`config.mk`:
```
export PLATFORM = sky130hd
export DESIGN_NAME = ifetch_unit
export DESIGN_NICKNAME = d
export VERILOG_FILES = /design/src/rtl/ifetch_unit.sv
export SDC_FILE = /design/constraint.sdc
export NUM_CORES = 1
export LEC_CHECK = 0
export BUFFER_PORTS_ARGS = -buffer_cell sky130_fd_sc_hd__buf_2
export CORE_MARGIN = 5
export CORE_UTILIZATION = 35
export CTS_CLUSTER_SIZE = 12
export DETAILED_ROUTE_END_ITERATION = 10
export PLACE_DENSITY = 0.63
export SLEW_MARGIN = 20
export SYNTH_ARGS = -nofsm -noshare
export SYNTH_HDL_FRONTEND = slang
export SYNTH_SLANG_ARGS = --single-unit
```
`constraint.sdc`:
```
create_clock -name clk_i -period 1.8 [get_ports clk_i]
set_input_delay 0.36 -clock clk_i [delete_from_list [all_inputs] [get_ports clk_i]]
set_output_delay 0.36 -clock clk_i [all_outputs]
set_load 0.01 [all_outputs]
```
`src/rtl/ifetch_unit.sv`:
```
// Instruction fetch stage: owns the PC, issues one imem request at a time,
// holds the returned word for decode, handles redirects and misaligned-target traps.
module ifetch_unit #(
    parameter logic [31:0] RESET_PC = 32'h0000_0000
) (
    input  logic        clk_i,
    input  logic        rst_i,
    output logic        imem_req_o,
    output logic [31:0] imem_addr_o,
    input  logic        imem_rvalid_i,
    input  logic [31:0] imem_rdata_i,
    output logic        inst_valid_o,
    input  logic        inst_ready_i,
    output logic [31:0] inst_o,
    output logic [31:0] pc_o,
    input  logic        redirect_valid_i,
    input  logic [31:0] redirect_pc_i,
    output logic        fault_o,
    output logic [31:0] fetch_cnt_o
);

    localparam int unsigned XLEN = 32;
    localparam logic [XLEN-1:0] NOP = 32'h0000_0013;
    localparam logic [XLEN-1:0] PC_STEP = 32'd4;

    typedef enum logic [2:0] {
        S_IDLE,
        S_REQ,
        S_WAIT,
        S_HOLD,
        S_FAULT
    } state_t;

    state_t            r_state;
    state_t            w_state_nxt;
    logic [XLEN-1:0]   r_pc;
    logic [XLEN-1:0]   w_pc_nxt;
    logic [XLEN-1:0]   r_inst;
    logic [XLEN-1:0]   w_inst_nxt;
    logic              r_kill;
    logic              w_kill_nxt;
    logic              r_fault_pend;
    logic              w_fault_pend_nxt;
    logic [XLEN-1:0]   r_cnt;
    logic [XLEN-1:0]   w_cnt_nxt;
    logic              w_redir_ok;
    logic              w_redir_bad;

    assign w_redir_ok  = redirect_valid_i & (redirect_pc_i[1:0] == 2'b00);
    assign w_redir_bad = redirect_valid_i & (redirect_pc_i[1:0] != 2'b00);

    // State register
    always_ff @(posedge clk_i) begin
        if (rst_i) begin
            r_state      <= S_IDLE;
            r_pc         <= RESET_PC;
            r_inst       <= NOP;
            r_kill       <= 1'b0;
            r_fault_pend <= 1'b0;
            r_cnt        <= '0;
        end else begin
            r_state      <= w_state_nxt;
            r_pc         <= w_pc_nxt;
            r_inst       <= w_inst_nxt;
            r_kill       <= w_kill_nxt;
            r_fault_pend <= w_fault_pend_nxt;
            r_cnt        <= w_cnt_nxt;
        end
    end

    // Next-state, PC and bookkeeping
    always_comb begin
        w_state_nxt      = r_state;
        w_pc_nxt         = r_pc;
        w_inst_nxt       = r_inst;
        w_kill_nxt       = r_kill;
        w_fault_pend_nxt = r_fault_pend;
        w_cnt_nxt        = r_cnt;

        unique case (r_state)
            S_IDLE: begin
                w_state_nxt = S_REQ;
                if (redirect_valid_i) begin
                    w_pc_nxt = redirect_pc_i;
                end
                if (w_redir_bad) begin
                    w_state_nxt = S_FAULT;
                end
            end
            S_REQ: begin
                w_state_nxt = S_WAIT;
                if (redirect_valid_i) begin
                    w_pc_nxt   = redirect_pc_i;
                    w_kill_nxt = 1'b1;
                end
                if (w_redir_bad) begin
                    w_fault_pend_nxt = 1'b1;
                end
            end
            S_WAIT: begin
                if (redirect_valid_i) begin
                    w_pc_nxt = redirect_pc_i;
                end
                if (!imem_rvalid_i) begin
                    if (redirect_valid_i) begin
                        w_kill_nxt = 1'b1;
                    end
                    if (w_redir_bad) begin
                        w_fault_pend_nxt = 1'b1;
                    end
                end else begin
                    // Every response retires the pending kill/fault markers
                    w_kill_nxt       = 1'b0;
                    w_fault_pend_nxt = 1'b0;
                    if (r_fault_pend || w_redir_bad) begin
                        w_state_nxt = S_FAULT;
                    end else if (r_kill || w_redir_ok) begin
                        w_state_nxt = S_REQ;
                    end else begin
                        w_state_nxt = S_HOLD;
                        w_inst_nxt  = imem_rdata_i;
                    end
                end
            end
            S_HOLD: begin
                if (inst_ready_i) begin
                    w_cnt_nxt = r_cnt + XLEN'(1);
                end
                if (w_redir_ok) begin
                    w_state_nxt = S_REQ;
                    w_pc_nxt    = redirect_pc_i;
                end else if (w_redir_bad) begin
                    w_state_nxt = S_FAULT;
                    w_pc_nxt    = redirect_pc_i;
                end else if (inst_ready_i) begin
                    w_state_nxt = S_REQ;
                    w_pc_nxt    = r_pc + PC_STEP;
                end
            end
            S_FAULT: begin
                if (redirect_valid_i) begin
                    w_pc_nxt = redirect_pc_i;
                end
                if (w_redir_ok) begin
                    w_state_nxt = S_REQ;
                end
            end
            default: begin
                w_state_nxt = S_IDLE;
            end
        endcase
    end

    // Outputs decoded from registered state only
    assign imem_req_o   = (r_state == S_REQ);
    assign imem_addr_o  = (r_state == S_REQ) ? r_pc : '0;
    assign inst_valid_o = (r_state == S_HOLD);
    assign inst_o       = (r_state == S_HOLD) ? r_inst : NOP;
    assign pc_o         = r_pc;
    assign fault_o      = (r_state == S_FAULT);
    assign fetch_cnt_o  = r_cnt;

endmodule
```
* After elaboration in Yosys (flattened, before gate mapping)
Index checks and enable logic that the tools add are counted.
Word-level totals: input port bits 69, flip-flop bits (word level) 101, output and inout bits 131, word-level logic and storage cells 54
Operators by class: $add $sub $neg 2, reduce and logical (&&, ||, !) cells 12, bitwise gates (word level) 4, equality and inequality tests 8, mux-type cells 22
Operators with widths (number):
- $mux W32 | 6
- $pmux W32 S2 | 1
- $add A32 B1 Y32 const B | 1
- $add A32 B3 Y32 const B | 1
- $mux W3 | 7
- $pmux W3 S5 | 1
- $eq A3 B2 Y1 const B | 2
- $reduce_and A3 Y1 | 2
- $reduce_bool A2 Y1 | 3
- $mux W1 | 4
- $ne A2 B1 Y1 const B | 2
- $ne A4 B1 Y1 const B | 1
- $pmux W1 S2 | 2
- $reduce_and A4 Y1 | 1
- $reduce_or A4 Y1 | 1
- $eq A3 B1 Y1 const B | 1
- $eq A3 B3 Y1 const B | 1
- $logic_not A3 Y1 | 1
- $and A1 B1 Y1 | 2
- $logic_not A2 Y1 | 1
- $logic_or A1 B1 Y1 | 2
- $mux W2 | 1
- $ne A2 B2 Y1 const B | 1
- $not A1 Y1 | 2
- $reduce_and A2 Y1 | 1

* Logic depth before layout (Yosys ltp)
depth in word-level cells 7, mapped depth 9, mapped depth without buffers 6

* Worst setup path before layout
OpenSTA, ideal clock, no wires.
path type flip-flop to flip-flop, start reg r_pc[2], in the netlist pc_o[2], end reg r_pc[28], in the netlist pc_o[28], buffers on the path 0, library setup time 140 ps, clock period less this slack 1918 ps, cell stages (with the launch flop) 7, required time 1660 ps, arrival 1778 ps, setup slack -118 ps, cells stage by stage dfxtp_1 -> ha_1 -> nand4_1 -> nor4_2 -> nand4_1 -> mux2i_1 -> o311ai_0
Between the ends: word-level cells in the longest chain between the ends 5
Ends and longest elaborated chain:
- from (decl) | line 36 | logic [XLEN-1:0] r_pc;
- from (signal assigned) | line 63 | r_pc <= w_pc_nxt;
- $add A32 B3 Y32 | line 137 | w_pc_nxt = r_pc + PC_STEP;
- $mux W32 | line 135 | end else if (inst_ready_i) begin
- $mux W32 | line 132 | end else if (w_redir_bad) begin
- $mux W32 | line 129 | if (w_redir_ok) begin
- $pmux W32 S2 | line 80 | unique case (r_state)
Every way passes these cells. The select of a mux whose other input is x is not followed. A chain may end at the register's enable or synchronous reset.

* Worst setup path in the final report
start reg r_state[0], end out inst_o[31]
Between the ends: word-level cells in the longest chain between the ends 2
Ends and longest elaborated chain:
- from (decl) | line 34 | state_t r_state;
- from (signal assigned) | line 62 | r_state <= w_state_nxt;
- $eq A3 B2 Y1 | line 158 | assign inst_o = (r_state == S_HOLD) ? r_inst : NOP;
- $mux W32 | line 158
- to (decl) | line 14 | output logic [31:0] inst_o,
Every way passes these cells.

==> reports/results.tsv <==
metric	value	unit
status	finished with violations	
failing checks	negative setup slack	
fmax	518.5	MHz
Die H	134.2	µm
Yosys reg bits	101	
Non-Filler Instances	1161	
Detail Placement HPWL	12790	µm
Period minus WS final	1.929	ns
Total Wirelength	18610	µm
Max FO, Critical Path	7	
Final Max Slew Viols	0	
DR pass1 iterations	5	
diode count	0	
Initial Util	35.62	%
I/O Pins	200	
Worst Max-Slew Pin Slew	0.5325	ns
pre-CTS setup slack	-0.08303	ns
global-route wire length before repair	27940	µm
Antenna Nets Post-Route	0	
post-layout util	54.45	%
vias	5973	
Crit path arrival time	1.57	ns
Routed WL per cell	16.03	µm
Vias/cell	5.145	
vias in the first global route	5442	
Synth Flop Type	dfxtp_1	
Slew Limit Headroom	64.50	%
Clock Sinks	101	
synthesized cell area	5395	µm²
CTS Buf Count	9	
Synth area leader	dfxtp_1	
layout cells sized above 1	42.03	%
register area share after synthesis	37.48	%
HP Class	primary input to register	
die width	134.2	µm
largest net degree at the start of global routing	47	
final setup fails	61	
initial antenna violation count	1	
Synth warnings	0	
final worst-path cycle share	107.2	%
Hold Violations, Final	0	
Placement Cell Area	7124	µm²
CTS root buffer	clkbuf_16	
Worst-path clk slew	0.07	ns
final instance area	8247	µm²
Met3 Wirelength	1122	µm
most frequent cell on the critical path	buf_6	
crit path launch type	register	
Area growth, synth to finish	52.85	%
M1 WL	8683	µm
Synth area leaders	dfxtp_1 37%, and2_1 7.9%, nand2_1 6.9%	
Iteration-0 DRC Markers	306	
metal2 WL	8440	µm
asr flop ratio synth	0	%
crit path kind	register to output pin	
area of the die	18000	µm²
Critical-path top delay cell	dfxtp_2	
setup_tns	-5.742	ns
Cells after DPL	1119	
Power Total	5.875	mW
CP top delay family	buffers and inverters	
remaining routing DRC violations	0	
fin worst setup slack	-0.1287	ns
VDD IR max	487.2	µV
number of synthesized flops with an enable pin	0	
CTS tree	built	
row count	45	
Synthesized Nets	772	
Power Dens Cells	712.5	nW/µm²
Syn Area/Cell	7.696	µm²
clock latency on the worst-skew pair	0.35	ns
library cells used by synthesis	62	
Clock Skew	0.01130	ns
WHS	0.2160	ns
top sig layer	met5	
Total Routing Usage GR	19.10	%
final net count	1039	
crit end category	output pin	
RSZ-0062 raised after global routing	yes	
slowest cell delay on critical path	0.33	ns
core area	15150	µm²
Final GP Congestion	0.8491	
critical path cell sequence	buf_6 > clkinvlp_4 > nor2_4 > buf_12 > buf_8 > and2_4 > buf_6	
Pleak	3.654	nW
worst path required time	1.44	ns
clock buffer depth	2	
Buf/Inv on CP	5	
area share of the largest cell type after synthesis	37.48	%
Cells after Synth	701	
port bufs	199	
htree depth	3	
maxcap violations	0	
total gr overflow	0	
==> cells in the mapped netlist (all sizes together), types with 9 or more instances <==
library cell / number
nand2: 99
clkbuf: 34
and3: 10
a21oi: 73
dfxtp: 101
nand4: 23
and2: 70
buf: 17
xor2: 25
nor2: 51
nand3: 29
nor3: 25
nor4: 9
o21ai: 33
==> final cells by class <==
cell class	instances	area [µm²]
clock inverters	6	76.32
well taps	188	235.2
flip-flops and latches	101	2041
clock buffers	10	229.0
multi-input cells	542	3405
inverters	7	30.03
fillers	1430	6899
repair buffers	307	2231
==> what timing repair did <==
| item | in CTS | in global routing |
|---|---|---|
| resized for setup | 84 | 54 |
| pin swaps | 31 | 17 |
| buffers inserted | 13 | 8 |
| cloned | 3 | 3 |
| hold buffers | 0 | 0 |
| setup endpoints to repair | 68 | 90 |
| hold endpoints to repair | 0 | 0 |
==> flip-flops by register name, indices dropped and copies added, names as in the netlist <==
register      flops
r_kill            1
r_state           3
fetch_cnt_o      32
r_inst           32
pc_o             32
r_fault_pend      1
==> cells in the final DEF (no fill, tap or decap), types with 4 or more instances in the layout <==
| cell | n |
|---|---|
| nor4_1 | 5 |
| xor2_1 | 25 |
| nor4_4 | 4 |
| nand3_1 | 26 |
| nor3_1 | 17 |
| o22ai_1 | 6 |
| and4_1 | 7 |
| buf_4 | 82 |
| a31oi_1 | 7 |
| nand4_1 | 21 |
| nand2b_1 | 4 |
| buf_12 | 8 |
| buf_2 | 167 |
| buf_6 | 43 |
| a211oi_1 | 5 |
| and3_1 | 10 |
| and2_1 | 43 |
| nand3b_1 | 4 |
| mux2i_1 | 4 |
| buf_8 | 4 |
| o21ai_1 | 4 |
| or3_1 | 4 |
| nor2_1 | 47 |
| a21oi_1 | 72 |
| nor3_4 | 6 |
| and2_4 | 26 |
| nand2_1 | 98 |
| dfxtp_1 | 88 |
| clkbuf_16 | 12 |
| o21ai_0 | 28 |
| dfxtp_2 | 12 |
| inv_1 | 6 |
==> path summary, 6_finish.rpt <==
kind,startpoint,cells after the start,slack (ns),to
max,r_state[0],7,-0.13,inst_o[31]
min,imem_rdata_i[4],3,0.22,r_inst[4]
max reg2reg,r_state[2],8,-0.04,pc_o[12]
min reg2reg,r_inst[6],2,0.46,r_inst[6]
==> report_power, final <==
part	switching, mW	total (mW)	internal (mW)
logic	0.729	1.37	0.643
clock network	0.947	2.06	1.11
registers	0.0981	2.45	2.35
total	1.77	5.88	4.10
==> worst min-delay path, cell delays in order <==
cell	delay (ns)
buf_2	0.07
nand2_1	0.04
nand3b_1	0.06
==> cell families (layout without fill, tap and decap cells) <==
group | Yosys count | in the layout | share of synthesized area [%]
multiplexers | 4 | 4 | 0.7421
adder cells (fa/ha/maj) | 3 | 3 | 0.6493
XOR/XNOR | 28 | 28 | 4.546
buffers and inverters | 58 | 330 | 4.638
AND/OR/NAND/NOR | 360 | 360 | 36.36
flip-flops | 101 | 101 | 37.48
AO/OA/AOI/OAI | 147 | 147 | 15.58
==> layer usage <==
metal,vias to the layer above,track usage (%)
li1,2984,-
met1,2761,26.66
met2,198,29.76
met3,28,3.301
met4,2,6.900
met5,-,0
Power figures use the tool's default switching activity.
